--- config.mk ---
export PLATFORM = sky130hd
export DESIGN_NAME = div_strobe_sel
export DESIGN_NICKNAME = d
export VERILOG_FILES = /design/src/rtl/div_strobe_sel.sv
export SDC_FILE = /design/constraint.sdc
export NUM_CORES = 1
export LEC_CHECK = 0
export ABC_AREA = 1
export BUFFER_PORTS_ARGS = -buffer_cell sky130_fd_sc_hd__buf_2
export CAP_MARGIN = 20
export CORE_MARGIN = 4
export CORE_UTILIZATION = 58
export CTS_CLUSTER_DIAMETER = 80
export DETAILED_ROUTE_END_ITERATION = 10
export GPL_ROUTABILITY_DRIVEN = 0
export GPL_TIMING_DRIVEN = 0
export PLACE_DENSITY = 0.82
export SLEW_MARGIN = 20
export SYNTH_ARGS = -nofsm -noshare
export SYNTH_HDL_FRONTEND = slang
export SYNTH_SLANG_ARGS = --single-unit
--- constraint.sdc ---
create_clock -name clk -period 3 [get_ports clk]
set_input_delay 0 -clock clk [delete_from_list [all_inputs] [get_ports clk]]
set_output_delay 0 -clock clk [all_outputs]
set_load 0.1 [all_outputs]
--- src/rtl/div_strobe_sel.sv ---
// Turns rising edges of a selected divider tap into single-cycle enable strobes,
// with a handshaked ratio change that only commits on a genuine edge of the new tap.
module div_strobe_sel #(
  parameter int         CNT_W   = 8,
  parameter int         TIMEOUT = 64,
  parameter logic [1:0] RST_SEL = 2'd0
) (
  input  logic             clk,
  input  logic             rst,
  input  logic [3:0]       div_in,
  input  logic             sel_req,
  input  logic [1:0]       sel_new,
  input  logic             cnt_clr,
  output logic             strobe,
  output logic [1:0]       sel_cur,
  output logic             sel_ack,
  output logic             sel_err,
  output logic             busy,
  output logic [CNT_W-1:0] strobe_cnt
);

  localparam int TW = (TIMEOUT > 2) ? $clog2(TIMEOUT) : 1;

  typedef enum logic {IDLE, PENDING} state_t;

  state_t        state;
  logic [3:0]    d1;
  logic [3:0]    d2;
  logic [1:0]    prime_sr;
  logic [1:0]    pend;
  logic [TW-1:0] tcnt;
  logic [3:0]    rise;

  // Edges are masked until both history stages hold real samples after reset.
  assign rise = d1 & ~d2 & {4{prime_sr[1]}};

  always_ff @(posedge clk) begin
    if (rst) begin
      state      <= IDLE;
      d1         <= '0;
      d2         <= '0;
      prime_sr   <= '0;
      pend       <= '0;
      tcnt       <= '0;
      strobe     <= 1'b0;
      sel_cur    <= RST_SEL;
      sel_ack    <= 1'b0;
      sel_err    <= 1'b0;
      busy       <= 1'b0;
      strobe_cnt <= '0;
    end else begin
      d1       <= div_in;
      d2       <= d1;
      prime_sr <= {prime_sr[0], 1'b1};
      strobe   <= 1'b0;
      sel_ack  <= 1'b0;
      sel_err  <= 1'b0;

      if (cnt_clr)
        strobe_cnt <= '0;
      else if (strobe)
        strobe_cnt <= strobe_cnt + CNT_W'(1);

      case (state)
        IDLE: begin
          strobe <= rise[sel_cur];
          if (sel_req) begin
            if (sel_new == sel_cur) begin
              sel_ack <= 1'b1;
            end else begin
              pend  <= sel_new;
              tcnt  <= '0;
              state <= PENDING;
              busy  <= 1'b1;
            end
          end
        end
        PENDING: begin
          // Commit only on a real edge of the new tap so the first strobe is a full period.
          if (rise[pend]) begin
            sel_cur <= pend;
            strobe  <= 1'b1;
            sel_ack <= 1'b1;
            state   <= IDLE;
            busy    <= 1'b0;
          end else if (tcnt == TW'(TIMEOUT - 1)) begin
            sel_ack <= 1'b1;
            sel_err <= 1'b1;
            state   <= IDLE;
            busy    <= 1'b0;
          end else begin
            tcnt <= tcnt + TW'(1);
          end
        end
        default: begin
          state <= IDLE;
          busy  <= 1'b0;
        end
      endcase
    end
  end

endmodule

# Word-level counts from Yosys, hierarchy flattened
# Cells that the tools add are included.
# totals
reg_bits	33
out_inout_bits	14
wordCells	62
# classes
n_addsub	2
n_lt_le_gt_ge	2
n_eq_ne	7
muxes	27
bitwise_logic	5
n_reduce_logical	6
# op_table
cell	n
$mux W6	4
$mux W1	16
$pmux W6 S2	1
$add A8 B1 Y8 const B	1
$and A4 B4 Y4	2
$ne A2 B2 Y1 const B	4
$pmux W1 S2	4
$add A6 B1 Y6 const B	1
$eq A6 B6 Y1 const B	1
$lt A2 B3 Y1 const B	2
$reduce_and A3 Y1	2
$bmux W1 S2	2
$not A4 Y4	1
$reduce_and A4 Y1	1
$ne A3 B1 Y1 const B	1
$reduce_or A3 Y1	1
$eq A2 B2 Y1	1
$not A1 Y1	2
$reduce_and A2 Y1	1
$reduce_or A2 Y1	1

# Longest topological paths before layout
# Gate-level depths: netlist (run 1).
# depth
word_depth	7
depth_mapped	10
mapped_depth_nobuf	10

# Least setup slack after synthesis (run 1)
# Ideal clock, no wire load.
# synth_timing
kind	register to register
start	register strobe_cnt[0]
end	register strobe_cnt[6]
setup_time_ns	0.121
arrival_ns	1.931
setup_slack_ns	0.947
path_stages_with_launch	9
path_buffers	0
period_less_slack_ns	2.053
cell_sequence	dfxtp_1 ha_1 nand3_1 inv_1 nand2_1 inv_1 nand2_1 nor3b_1 nor3_1
# synth_via
elab_chain_cells	1
# synth_rtl
item	line_no	source
start: declaration	19	output logic [CNT_W-1:0] strobe_cnt
start signal: assignment	62	strobe_cnt <= strobe_cnt + CNT_W'(1);
$add A8 B1 Y8	62	
# No other way between the ends.
# A chain may end at the register's enable or synchronous reset.

# Worst setup path after layout (run 1)
# layout_timing
start	register tcnt[0]
end	register tcnt[0]
# layout_via
elab_chain_cells	4
# layout_rtl
item	line_no	source
start: declaration	31	logic [TW-1:0] tcnt;
start signal: assignment	92	tcnt <= tcnt + TW'(1);
$add A6 B1 Y6	92	
$mux W6	86	end else if (tcnt == TW'(TIMEOUT - 1)) begin
$mux W6	80	if (rise[pend]) begin
$pmux W6 S2	64	case (state)
# Several ways; a longest one is shown, not always the timed one. The select of a mux whose other input is x is not followed.

==> results.toml, run 1 <==
[die]
die_area_um2 = 3380
std_cell_rows = 17
die_x_um = 58.1
start_util_pct = 63.5
die_h_um = 58.1
io_pins = 24
core_area_um2 = 2300

[pwr]
p_per_area_nw_per_um2 = 481
leakage_uw = 0.000776
fin_total_pwr_uw = 829
peakVddDrop_mv = 0.465

[routing]
post_drt_wl_per_cell_um = 11.3
viasPerCell = 5.09
postRouteAntennaNets = 0
drc_errors = 0
first_pass_iters = 4
drt-initial-drc-count = 68
via_count = 1292
wl_um = 2870

[placement]
place_area_um2 = 1600
port_buffers = 22
pre_cts_ws_ns = 1.51
dp_cells = 239
dp_hpwl_um = 2030

[cells_and_area]
fillers = 187
fin_nets = 237
instances_no_fill = 254
finalInstanceArea_um2 = 1720
syn2layout_area_growth_pct = 18.3
multi_input_area_um2 = 676
antenna_cells = 0
drive_gt1_share_pct = 22.6
ff_latch_area_um2 = 661

[worst_setup_path]
crit_type = "reg2reg"
start_kind = "flip-flop"
arrival_ns = 1.77
endpoint_kind = "flip-flop"
critPathRequiredTime_ns = 3.23
path_max_fanout = 5

[logic_synthesis]
syn-num-nets = 201
synth-edff-count = 0
syn_area_per_cell_um2 = 7.71
ys_ff_latch = 33
syn_inst = 189
ys_dominant_reg_cell = "dfxtp_1"
synth-seq-area-share_pct = 45.3
synth.cell_area_um2 = 1460
synth-async-reset-ratio_pct = 0
yosys_warnings = 0
yosysUniqueCellTypes = 27
synth_top_area_share_pct = 45.3
yosysTopAreaCell = "dfxtp_1"
ys_top_cells_by_area = "dfxtp_1 (45%), nand2_1 (8.8%), inv_1 (7.0%), nor2_1 (5.2%), a21oi_1 (4.5%)"

[timing]
maxSlewHeadroom_pct = 67.7
fmax_mhz = 650
period_needed_ns = 1.54
fin_crit_sh_pct = 51.3
finClkSkew_ns = 0.0102
worst_pin_slew_ns = 0.488
grt_setup_unrepaired = "no"
setup_viol = 0
setup_tns_ns = 0
slew_viol_final = 0
layout_setup_ws_ns = 1.46
hold_viol = 0

[global_routing]
grt_usage_pct = 18.4
grt_pass1_vias = 1231
grt_pass1_wl_um = 4890
overflow = 0
grt_max_degree = 11
antenna_found_initial = 0

[run]
drv_cap = 0

[hold_path]
hold_path_class = "in2reg"

[clocking]
cts_tree = "yes"
cts-root-buf = "clkbuf_4"
clockBufferDepth = 2
cts_inserted_buffers = 5
cts-resized-gates = 0
hold_buffers = 7
cts_setup_buffers = 0
cts.sinks = 33
htree_levels = 2
clock_latency_ns = 0.32
cts.clk_slew.worst_paths_ns = 0.10

[run_status]
status = "finished, final reports clean"
-- cell families (layout without fill, tap and decap cells) --
family                   Yosys count  after routing  synth area share (%)
XOR/XNOR                           2              2                  1.20
flip-flops                        33             33                  45.3
buffers and inverters             32             69                  8.33
adder cells (fa/ha/maj)            2              2                  1.72
AO/OA/AOI/OAI                     32             32                  13.0
AND/OR/NAND/NOR                   88             88                  30.4
-- synth_stat cells, types with 2 or more instances --
| cell | n |
|---|---|
| a21oi_1 | 13 |
| nand4_1 | 5 |
| inv_2 | 3 |
| ha_1 | 2 |
| nor3b_1 | 3 |
| nor2_1 | 20 |
| a21oi_2 | 2 |
| nor2_2 | 5 |
| nor3_1 | 2 |
| nand2_2 | 3 |
| nand3_4 | 2 |
| dfxtp_1 | 33 |
| o21ai_0 | 11 |
| inv_1 | 27 |
| nand2_1 | 34 |
| a31oi_1 | 2 |
| nand3_2 | 3 |
| nand3_1 | 10 |
-- cell usage in the layout, fill, tap and decap left out, types with 2 or more instances in the layout --
cell type / instances
a21oi_1: 13
a21oi_2: 2
a31oi_1: 2
buf_2: 23
clkbuf_1: 2
clkbuf_4: 5
clkinv_2: 2
dfxtp_1: 33
dlygate4sd3_1: 7
ha_1: 2
inv_1: 27
inv_2: 3
nand2_1: 34
nand2_2: 3
nand3_1: 10
nand3_2: 3
nand3_4: 2
nand4_1: 5
nor2_1: 20
nor2_2: 5
nor3_1: 2
nor3b_1: 3
o21ai_0: 11
-- layout make-up --
cell class	count	share of cell area, %
timing repair buffer	29	10.4
multi-input combinational	124	39.2
clock inverter	2	0.581
inverter	30	6.53
tap	28	2.03
clock buffer	6	2.39
sequential	33	38.3
buffer	2	0.508
-- final timing paths --
| check | start | end | slack [ns] | cells past startpoint |
|---|---|---|---|---|
| worst max-delay path | tcnt[0] | tcnt[0] | 1.46 | 8 |
| worst min-delay path | sel_new[0] | pend[0] | 0.03 | 3 |
| worst max register to register | tcnt[0] | tcnt[0] | 1.46 | 8 |
| worst min register to register | prime_sr[0] | prime_sr[1] | 0.41 | 2 |
-- worst max-delay path, stage by stage (launching register included) --
cell and delay (ns):
dfxtp_1 0.42, ha_1 0.21, nand3_1 0.13, nor2_2 0.17
nand3_2 0.16, nand3_4 0.16, nor2_4 0.05, nand2_1 0.07
nand2_1 0.05
-- stage by stage --
| stage | hold WS [ns] | util [%] |
|---|---|---|
| 3_3_place_gp | 0.199 | 69.8 |
| 2_1_floorplan | 0.107 | - |
| 6_report | 0.0330 | 75.1 |
| 3_5_place_dp | 0.210 | 69.8 |
| 4_1_cts | 0.0269 | 75.1 |
| 5_1_grt | 0.0662 | 75.1 |
-- metal layers --
layer | up-vias | global-route usage, % | routed length (um) | part of all wire (%)
met5 | - | 0 | 0 | 0
met2 | 25 | 32.6 | 1430 | 50
met4 | 0 | 6.29 | 27 | 0.94
met1 | 581 | 21.1 | 1310 | 46
met3 | 4 | 5.12 | 98 | 3.4
li1 | 682 | - | - | -
-- where the power goes --
| group | total (uW) | switching [uW] | leakage [uW] | internal (uW) |
|---|---|---|---|---|
| clock network | 230 | 141 | 0.0000320 | 89.3 |
| logic | 128 | 89.6 | 0.000474 | 38.8 |
| registers | 471 | 16.0 | 0.000270 | 455 |
| total | 829 | 247 | 0.000776 | 583 |
-- registers in the layout (all words and copies together), names as in the netlist --
| name | flops |
|---|---|
| strobe_cnt | 8 |
| tcnt | 6 |
| d1 | 4 |
| d2 | 4 |
| pend | 2 |
| prime_sr | 2 |
| sel_cur | 2 |
| busy | 1 |
| sel_ack | 1 |
| sel_err | 1 |
| state | 1 |
| strobe | 1 |
Power figures use the tool's default switching activity.
==> inputs of run 2 (changes only) <==
--- a/config.mk
+++ b/config.mk
@@ -9,12 +9,12 @@
 export BUFFER_PORTS_ARGS = -buffer_cell sky130_fd_sc_hd__buf_2
 export CAP_MARGIN = 20
 export CORE_MARGIN = 4
-export CORE_UTILIZATION = 58
+export CORE_UTILIZATION = 54
 export CTS_CLUSTER_DIAMETER = 80
 export DETAILED_ROUTE_END_ITERATION = 10
 export GPL_ROUTABILITY_DRIVEN = 0
 export GPL_TIMING_DRIVEN = 0
-export PLACE_DENSITY = 0.82
+export PLACE_DENSITY = 0.77
 export SLEW_MARGIN = 20
 export SYNTH_ARGS = -nofsm -noshare
 export SYNTH_HDL_FRONTEND = slang
==> constraint.sdc (replaced) <==
create_clock -name clk -period 1.6 [get_ports clk]
set_input_delay 0 -clock clk [delete_from_list [all_inputs] [get_ports clk]]
set_output_delay 0 -clock clk [all_outputs]
set_load 0.1 [all_outputs]
==> run 2 against run 1 <==
Effect of this change:
- largest power group unchanged
- wire length decreased by 3.2%
- critical path type unchanged
- critical path depth increased by 1
- flip-flop and latch count unchanged
- worst setup slack got worse by 1.3 ns
- critical endpoint is now tcnt[1]
==> results.toml, run 2 (synthesis results as in run 1) <==
[hold_path]
min_delay_worst_endpoint = "pend[0]"
hold_path_class = "in2reg"
min_path_cells = 3
hp-start = "sel_new[0]"

[worst_setup_path]
r2r_slack_ns = 0.16
path_max_fanout = 5
cpPeakStageDelay_ns = 0.37
cpMaxStageDelayCell = "dfxtp_2"
crit_chain = "ha_1 > nand3_1 > nor2_4 > nand2_1 > nand3_1 > nand2_1 > nor2_2 > nand2_1 > nand2_1"
path_common_cell = "nand2_1"
reg2reg_depth = 9
endpoint_kind = "flip-flop"
critPathRequiredTime_ns = 1.87
start_kind = "flip-flop"
reg2reg_to = "tcnt[1]"
crit_type = "reg2reg"
reg2reg_from = "tcnt[0]"
arrival_ns = 1.71

[clocking]
cts.sinks = 33
cts_inserted_buffers = 5
htree_levels = 2
clockBufferDepth = 2
cts.clk_slew.worst_paths_ns = 0.09
clock_latency_ns = 0.32
cts_tree = "yes"
cts-root-buf = "clkbuf_4"

[placement]
port_buffers = 22
dp_hpwl_um = 2040

[pwr]
peakVddDrop_mv = 0.629
fin_total_pwr_uw = 1550
p_per_area_nw_per_um2 = 888
leakage_uw = 0.000776

[die]
die_h_um = 60.0
die_area_um2 = 3590
start_util_pct = 57.8
core_area_um2 = 2520
io_pins = 24
die_x_um = 60.0
std_cell_rows = 18

[global_routing]
antenna_found_initial = 0
grt_pass1_vias = 1269
grt_usage_pct = 18.6
grt_pass1_wl_um = 5010
grt_max_degree = 11
overflow = 0

[cells_and_area]
finish.utilization_pct = 69.3
largest_reg_flops = 8
reg_top3 = "strobe_cnt: 8 flops, tcnt: 6 flops"
layout_common_cells = "nand2_1 (34), inv_1 (27), buf_2 (23), dfxtp_1 (23), nor2_1 (20)"
ff_latch_area_um2 = 673
largest-register = "strobe_cnt"
fillers = 204
multi_input_area_um2 = 688
antenna_cells = 0
layout_commonest_cell = "nand2_1"
syn2layout_area_growth_pct = 20.0
fin_nets = 237
drive_gt1_share_pct = 26.1

[timing]
slew_viol_final = 0
worst_pin_slew_ns = 0.486
hold_viol = 0
period_needed_ns = 1.44
fin_crit_sh_pct = 90.1
setup_viol = 0
whs_ns = 0.0250
grt_setup_unrepaired = "no"
maxSlewHeadroom_pct = 67.8
finClkSkew_ns = 0.00328
fmax_mhz = 694

[run_status]
status = "finished, final reports clean"

[routing]
drc_errors = 0
post_drt_wl_per_cell_um = 10.8
via_count = 1294
postRouteAntennaNets = 0
first_pass_iters = 4
wl_um = 2780
drt-initial-drc-count = 40
viasPerCell = 5.05

[run]
drv_cap = 0
## run 2: cell types whose count changed in the layout (fill, tap and decap cells not counted), sizes merged
cell	change
clkbuf	+2
clkinv	-2
## run 2: final cells by class
type,count,area share (%)
Sequential cell,33,38.5
Timing Repair Buffer,29,10.3
Clock buffer,8,2.79
Buffer,2,0.501
Tap cell,30,2.15
Inverter,30,6.44
Multi-Input combinational cell,124,39.3
## run 2: how the worst max path moves through the flow
stage	start	to	slack (ns)	cells after the start
2_1_floorplan	strobe_cnt[0]	strobe_cnt[6]	-0.04	8
4_1_cts	tcnt[0]	tcnt[0]	0.11	8
3_3_place_gp	tcnt[0]	tcnt[0]	0.18	8
5_1_grt	tcnt[0]	tcnt[1]	0.02	9
6_report	tcnt[0]	tcnt[1]	0.16	9
3_5_place_dp	tcnt[0]	tcnt[0]	0.15	8
## run 2: worst max-delay path, delay by kind of cell, from the launching register on
kind	cells	cell delay [ns]
flip-flops	1	0.37
adder cells (fa/ha/maj)	1	0.20
AND/OR/NAND/NOR	8	0.81
## run 2: layer usage
| metal | vias to the layer above | part of all wire, % | GRT usage [%] | wire length (um) |
|---|---|---|---|---|
| li1 | 682 | - | - | - |
| met1 | 571 | 43 | 20.2 | 1210 |
| met2 | 31 | 49 | 32.7 | 1350 |
| met3 | 10 | 5.4 | 4.54 | 151 |
| met4 | 0 | 2.4 | 10.1 | 67 |
| met5 | - | 0 | 0 | 0 |
## run 2: per-stage QoR
| stage | area (um^2) | cells | setup TNS (ns) | setup slack (ns) |
|---|---|---|---|---|
| finish | 1750 | 256 | 0 | 0.159 |
| global route | 1750 | 256 | 0 | 0.0163 |
| CTS | 1730 | 256 | 0 | 0.111 |
| detailed placement | 1620 | 241 | 0 | 0.150 |
| global placement | 1620 | 241 | 0 | 0.180 |
| floorplan | 1470 | 189 | -0.0415 | -0.0415 |
## run 2: report_power, final
group | leakage, uW | switching, uW | internal [uW]
combinational | 0.000475 | 167 | 72.7
clock | 0.0000265 | 254 | 175
sequential | 0.000274 | 30.9 | 854
total | 0.000776 | 451 | 1100
## run 2: timing repair
item / in CTS / in global routing
resized for setup: 0 / 4
endpoints found under the hold margin: 12 / 0
setup buffers: 0 / 0
endpoints found under the setup margin: 0 / 4
hold buffers: 7 / 0
